## src/rtl/ms_tick_counter.sv

```systemverilog
// rtl/ms_tick_counter.sv - millisecond timebase: prescaled tick pulse and elapsed-tick counter
//
// Divides clk by DIV = CLK_FREQ_HZ / TICK_HZ and produces a one-cycle tick_out
// every DIV enabled cycles, together with a free-running count of ticks.
//
// Optional feature macro: MS_COUNTER_ALARM_EN (adds alarm_ms / alarm_out).
//
// Ports:
//   clk        system clock, rising-edge active
//   rst        asynchronous active-high reset
//   en         count enable; the prescaler advances only while high
//   clear      synchronous clear of prescaler, ms_count, tick_out (and alarm_out)
//   tick_out   one-cycle tick pulse, registered
//   ms_count   elapsed ticks since reset/clear, registered, wraps silently
//   alarm_ms   (MS_COUNTER_ALARM_EN) tick count that raises alarm_out
//   alarm_out  (MS_COUNTER_ALARM_EN) one-cycle pulse when ms_count steps onto alarm_ms

module ms_tick_counter #(
    parameter int CLK_FREQ_HZ = 12000000,
    parameter int TICK_HZ     = 1000,
    parameter int CNT_W       = 32
) (
    input  logic             clk,
    input  logic             rst,
    input  logic             en,
    input  logic             clear,
`ifdef MS_COUNTER_ALARM_EN
    input  logic [CNT_W-1:0] alarm_ms,
    output logic             alarm_out,
`endif
    output logic             tick_out,
    output logic [CNT_W-1:0] ms_count
);

    localparam int DIV = CLK_FREQ_HZ / TICK_HZ;
    localparam int PW  = (DIV < 2) ? 1 : $clog2(DIV);
    localparam logic [PW-1:0] LAST = PW'(DIV - 1);

    generate
        if (DIV < 2) begin : g_bad_div
            $error("ms_tick_counter: CLK_FREQ_HZ / TICK_HZ must be at least 2");
        end
    endgenerate

    logic [PW-1:0]    prescaler;
    logic             terminal;
    logic [CNT_W-1:0] ms_count_inc;

    assign terminal     = en && (prescaler == LAST);
    assign ms_count_inc = ms_count + 1'b1;

    always_ff @(posedge clk or posedge rst) begin
        if (rst) begin
            prescaler <= '0;
            ms_count  <= '0;
            tick_out  <= 1'b0;
        end else if (clear) begin
            prescaler <= '0;
            ms_count  <= '0;
            tick_out  <= 1'b0;
        end else if (terminal) begin
            prescaler <= '0;
            ms_count  <= ms_count_inc;
            tick_out  <= 1'b1;
        end else if (en) begin
            prescaler <= prescaler + 1'b1;
            tick_out  <= 1'b0;
        end else begin
            // Paused: prescaler keeps its phase so the period resumes where it stopped.
            tick_out  <= 1'b0;
        end
    end

`ifdef MS_COUNTER_ALARM_EN
    // Compared against the post-increment value so the alarm lands on the same
    // edge that makes ms_count equal alarm_ms; alarm_ms is only looked at then.
    always_ff @(posedge clk or posedge rst) begin
        if (rst) begin
            alarm_out <= 1'b0;
        end else if (clear) begin
            alarm_out <= 1'b0;
        end else begin
            alarm_out <= terminal && (ms_count_inc == alarm_ms);
        end
    end
`endif

endmodule

```

## config.mk

```make
export PLATFORM = sky130hd
export DESIGN_NAME = ms_tick_counter
export DESIGN_NICKNAME = d
export VERILOG_FILES = /design/src/rtl/ms_tick_counter.sv
export SDC_FILE = /design/constraint.sdc
export NUM_CORES = 1
export LEC_CHECK = 0
export CAP_MARGIN = 30
export CORE_MARGIN = 1
export CORE_UTILIZATION = 54
export CTS_CLUSTER_DIAMETER = 60
export DETAILED_ROUTE_END_ITERATION = 8
export MAX_ROUTING_LAYER = met4
export PLACE_DENSITY = 0.79
export SYNTH_ARGS = -nofsm -noshare
export SYNTH_HDL_FRONTEND = slang
export SYNTH_SLANG_ARGS = --single-unit
```

## constraint.sdc

```tcl
create_clock -name clk -period 2.9 [get_ports clk]
set_clock_uncertainty 0.15 [all_clocks]
set_input_delay 0.58 -clock clk [delete_from_list [all_inputs] [get_ports clk]]
set_output_delay 0.58 -clock clk [all_outputs]
set_load 0.01 [all_outputs]
```

# == After elaboration in Yosys (flattened, before gate mapping) ==
# Cells that the tools add are included.
# totals
ff_bits,47
latchBits,0
ramBits,0
rom_bits,0
in_bits,4
out_inout_bits,33
wordCells,16
memories,0
# op_classes
addsub,2
multipliers,0
div_mod_pow,0
magnitude_cmp,0
n_eq_ne,1
n_shift,0
n_mux,7
n_bitwise,0
n_reduce_logical,3
# op_table
op,count
32-bit two-way mux,2
14-bit two-way mux,3
"32-bit by 1-bit adder with 32-bit output, second input constant",1
"14-bit by 1-bit adder with 14-bit output, second input constant",1
"14-bit equality test, second input constant",1
3-bit nonzero test,1
1-bit two-way mux,2
2-bit nonzero test,1
1-bit logical AND,1

# == Longest topological paths before layout ==
# logic_depth
word_depth,4
depth_mapped,9
mapped_depth_nobuf,6

# == Worst setup path after synthesis ==
# Ideal clock, no wire load.
# synth_path
path_type,input to register
start,input en
end,register ms_count[29]
setup_time_ns,0.078
arrival_ns,2.166
required_time_ns,2.672
setup_slack_ns,0.506
stages,7
n_path_buf,2
path_cell_list,buf_4 nand4_1 nor3_1 nand4_1 clkbuf_1 or4_1 a21oi_1
# synth_via
elab_chain_len,2
# synth_lines
element,line,rtl
from (decl),25,"input logic en,"
1-bit logical AND,49,assign terminal = en && (prescaler == LAST);
2-bit nonzero test (no source line),n/a,
to (signal assigned),63,ms_count <= ms_count_inc;
to (decl),32,output logic [CNT_W-1:0] ms_count
# No other way between the ends.
# A chain may end at the register's enable or synchronous reset.

# == Worst setup path in the final report ==
# layout_path
start,input en
end,register ms_count[30]
# Same word-level chain as after synthesis.

==> results by group <==
Status
  – Outcome: finished, final reports clean

Global routing
  – Tot GR Track Use: a little under a quarter
  – Initial antenna violation count: 0
  – Number of global-route vias before repair: roughly 1,900
  – Largest net degree at the start of global routing: 48
  – GRT overflow: 0
  – First-pass GRT wire length: 8740 µm

CTS
  – Root Buffer: clkbuf_8
  – Worst-Skew Late Latency: around 0.29 ns
  – CTS tree: built
  – Clk sinks: 47
  – # hold bufs at CTS: 0
  – Post-CTS setup buffers: 0
  – Maximum root-to-sink buffer count: 2
  – CTS-repair resized insts: 0
  – H-tree lvl count: 2
  – Worst-path clk slew: 0.08 ns
  – Num CTS Buffers: 5

Timing
  – Min cycle time layout: 2.67 ns
  – Final hold viol count: 0
  – Final Worst Setup Slack: approximately 0.23 ns
  – Final period utilization: 92.1%
  – Slew Viols, Final: 0
  – Worst slew margin relative to its limit: 60.4%
  – Sum Neg Setup Slack: 0 ns
  – Worst-Margin Slew: just under 0.6 ns
  – Achievable Freq: 374 MHz
  – Setup-failing EPs final: 0
  – RSZ-0062 raised after global routing: false

Synthesis
  – Ys async rst share: 100%
  – Top_reg_cell synth: dfrtp_1
  – Number of synthesized flops with an enable pin: 0
  – Ys Warns: 0
  – Syn nets: between 200 and 300
  – Post-Synthesis Cells: about 260
  – Sequential area share after synthesis: between 40% and 50%
  – #FFs+latches synth: 47
  – Yosys cell types: 35
  – Syn Area/Cell: 9.45 µm²
  – Syn Std Cell Area: 0.00248 mm²

Power and ir drop
  – Internal power: between 800 and 900 µW
  – Peak supply drop: roughly 280 µV
  – Seq pwr share: around 60%
  – Sw Ratio: a little over a fifth
  – NetSw: 238 µW
  – Pwr/cell area: 364 mW/mm²
  – Comb power frac: about 3.7%
  – Clk pwr share: approximately 36%
  – Leak: around 1.2 nW

Critical path
  – Crit. End Element: register
  – Arr. time, crit path: 2.74 ns
  – Largest fanout on the critical path: 9
  – Critical-path cell list: clkdlybuf4s50_1, nand4_1, nor3_1, nand4_2, or4_1, a21oi_1
  – Setup CP Type: in2reg
  – Worst path slowest cell: or4_1
  – Crit path required time: between 2 and 3 ns
  – Crit. Startpoint: en
  – Worst r2r src: prescaler[0]
  – Worst path buffer plus inverter count: 1
  – Critical Path Start Type: primary input
  – Top delay family on crit path: simple AND/OR/NAND/NOR gates
  – Crit path largest cell delay: 0.55 ns

Routing
  – Via count: approximately 2,000
  – Total wire length: approximately 5200 µm
  – ANT nets after route: 0
  – Drt first-iter violations: 185
  – Avg WL per Cell: approximately 15 µm
  – Vias per cell: between 5 and 6
  – First-pass DRT Iterations: 6
  – DRC errors left: 0

Floorplan
  – Core area: roughly 0.0044 mm²
  – DIE HEIGHT: ~70 µm
  – Initial Util: ~56%
  – # rows: 24
  – Die area: between 0.004 and 0.005 mm²
  – Die W: 69.7 µm
  – I/O pins: 37

Placed design
  – Post-place setup slack: -0.00328 ns
  – DP HPWL: 3630 µm
  – IO buf count: 36
  – GP Congestion: between 0.7 and 0.8

Final layout
  – Area Overhead vs Synth: 21.6%
  – Layout cells sized above 1: roughly 8%
  – Commonest non-fill, non-tap cell in the layout: dfrtp_1
  – Fill cell count: approximately 350
  – N_diodes: 0
  – Commonest non-fill, non-tap cells in the layout: dfrtp_1, nor2_1, clkdlybuf4s50_1
  – Nets: approximately 310

Hold path
  – Hold crit path type: reg2reg
  – Worst hold start: ms_count[31]

Run
  – MaxCap Viol Count: 0
Yosys cell counts, drive strengths merged, types with 2 or more instances:
cell     count  area share, %
nor3         8            1.6
inv          9            1.4
nor4        10            3.4
nand4       16            4.3
or3          5            1.3
buf          4            1.4
nand3       16            3.2
and3         3           0.76
or4          8            2.4
o31ai        6            1.8
dfrtp       47             47
and2         2           0.51
xor2        19            6.7
clkbuf       7            1.1
nand2b       2           0.81
xnor2       15            5.3
o2111ai      2           0.71
nand2       17            2.6
nor2        41            6.2
ha           3            1.5
o21ai        4           0.81
a21oi       11            2.2
flip-flops by register name, summed over array words and instances, names as in the netlist:
register and flops:
ms_count 32, prescaler 14, tick_out 1
kinds of logic (layout without fill, tap and decap cells):
| family | Yosys count | after routing | synth area share [%] |
|---|---|---|---|
| AND/OR/NAND/NOR | 133 | 133 | 28.9 |
| flip-flops | 47 | 47 | 47.5 |
| XOR/XNOR | 34 | 34 | 12.0 |
| AO/OA/AOI/OAI | 24 | 24 | 5.86 |
| buffers and inverters | 20 | 63 | 3.84 |
| adder cells (fa/ha/maj) | 3 | 3 | 1.52 |
| multiplexers | 1 | 1 | 0.404 |
worst reg2reg max path: cells and delay by family (launching register included):
family	cells	cell delay [ns]
and+or+nand+nor	4	1.53
AOI/OAI and AO/OA	1	0.16
DFF	1	0.42
adders and majority gates	1	0.23
metrics by stage:
stage                     instance area [µm²]  total power [mW]  utilization, %  cells  hold slack (ns)
after floorplan                          2480             0.702               -    262            0.375
after global placement                   2920             0.715            66.7    350            0.387
after detailed placement                 2920             0.715            66.7    350            0.406
after CTS                                3010              1.11            68.7    357            0.417
after global routing                     3010              1.14            68.7    357            0.449
final                                    3010              1.09            68.7    357            0.410
worst paths after layout:
path,to,slack [ns],depth (start not counted)
max,ms_count[30],0.23,6
min,ms_count[31],0.41,2
max reg2reg,ms_count[30],0.33,6
min reg2reg,ms_count[31],0.41,2
max in group asynchronous,ms_count[26],1.59,3
min in group asynchronous,ms_count[5],0.60,3
cell type report:
class	count	area [µm²]	area share, %
multi-input cells	195	1200	40.0
flip-flops and latches	47	1180	39.1
repair buffers	47	443	14.7
clock buffers	6	82.6	2.74
well taps	52	65.1	2.16
inverters	9	33.8	1.12
clock inverters	1	5.00	0.166
routing by layer:
metal | track usage [%] | wire [µm] | part of all wire [%] | vias up
li1 | - | - | - | 1009
met1 | 32.7 | 2470 | 47 | 970
met2 | 33.4 | 2440 | 47 | 45
met3 | 4.65 | 219 | 4.2 | 10
met4 | 8.22 | 80 | 1.5 | 0
met5 | - | 0 | 0 | -
power by group through the flow:
stage / sequential, mW / combinational (mW) / clock, mW
after floorplan: 0.673 / 0.0291 / 0
after global placement: 0.674 / 0.0413 / 0
after detailed placement: 0.674 / 0.0416 / 0
after CTS: 0.661 / 0.0417 / 0.404
after global routing: 0.662 / 0.0460 / 0.429
final: 0.661 / 0.0405 / 0.393
(Power assumes the default switching activity.)
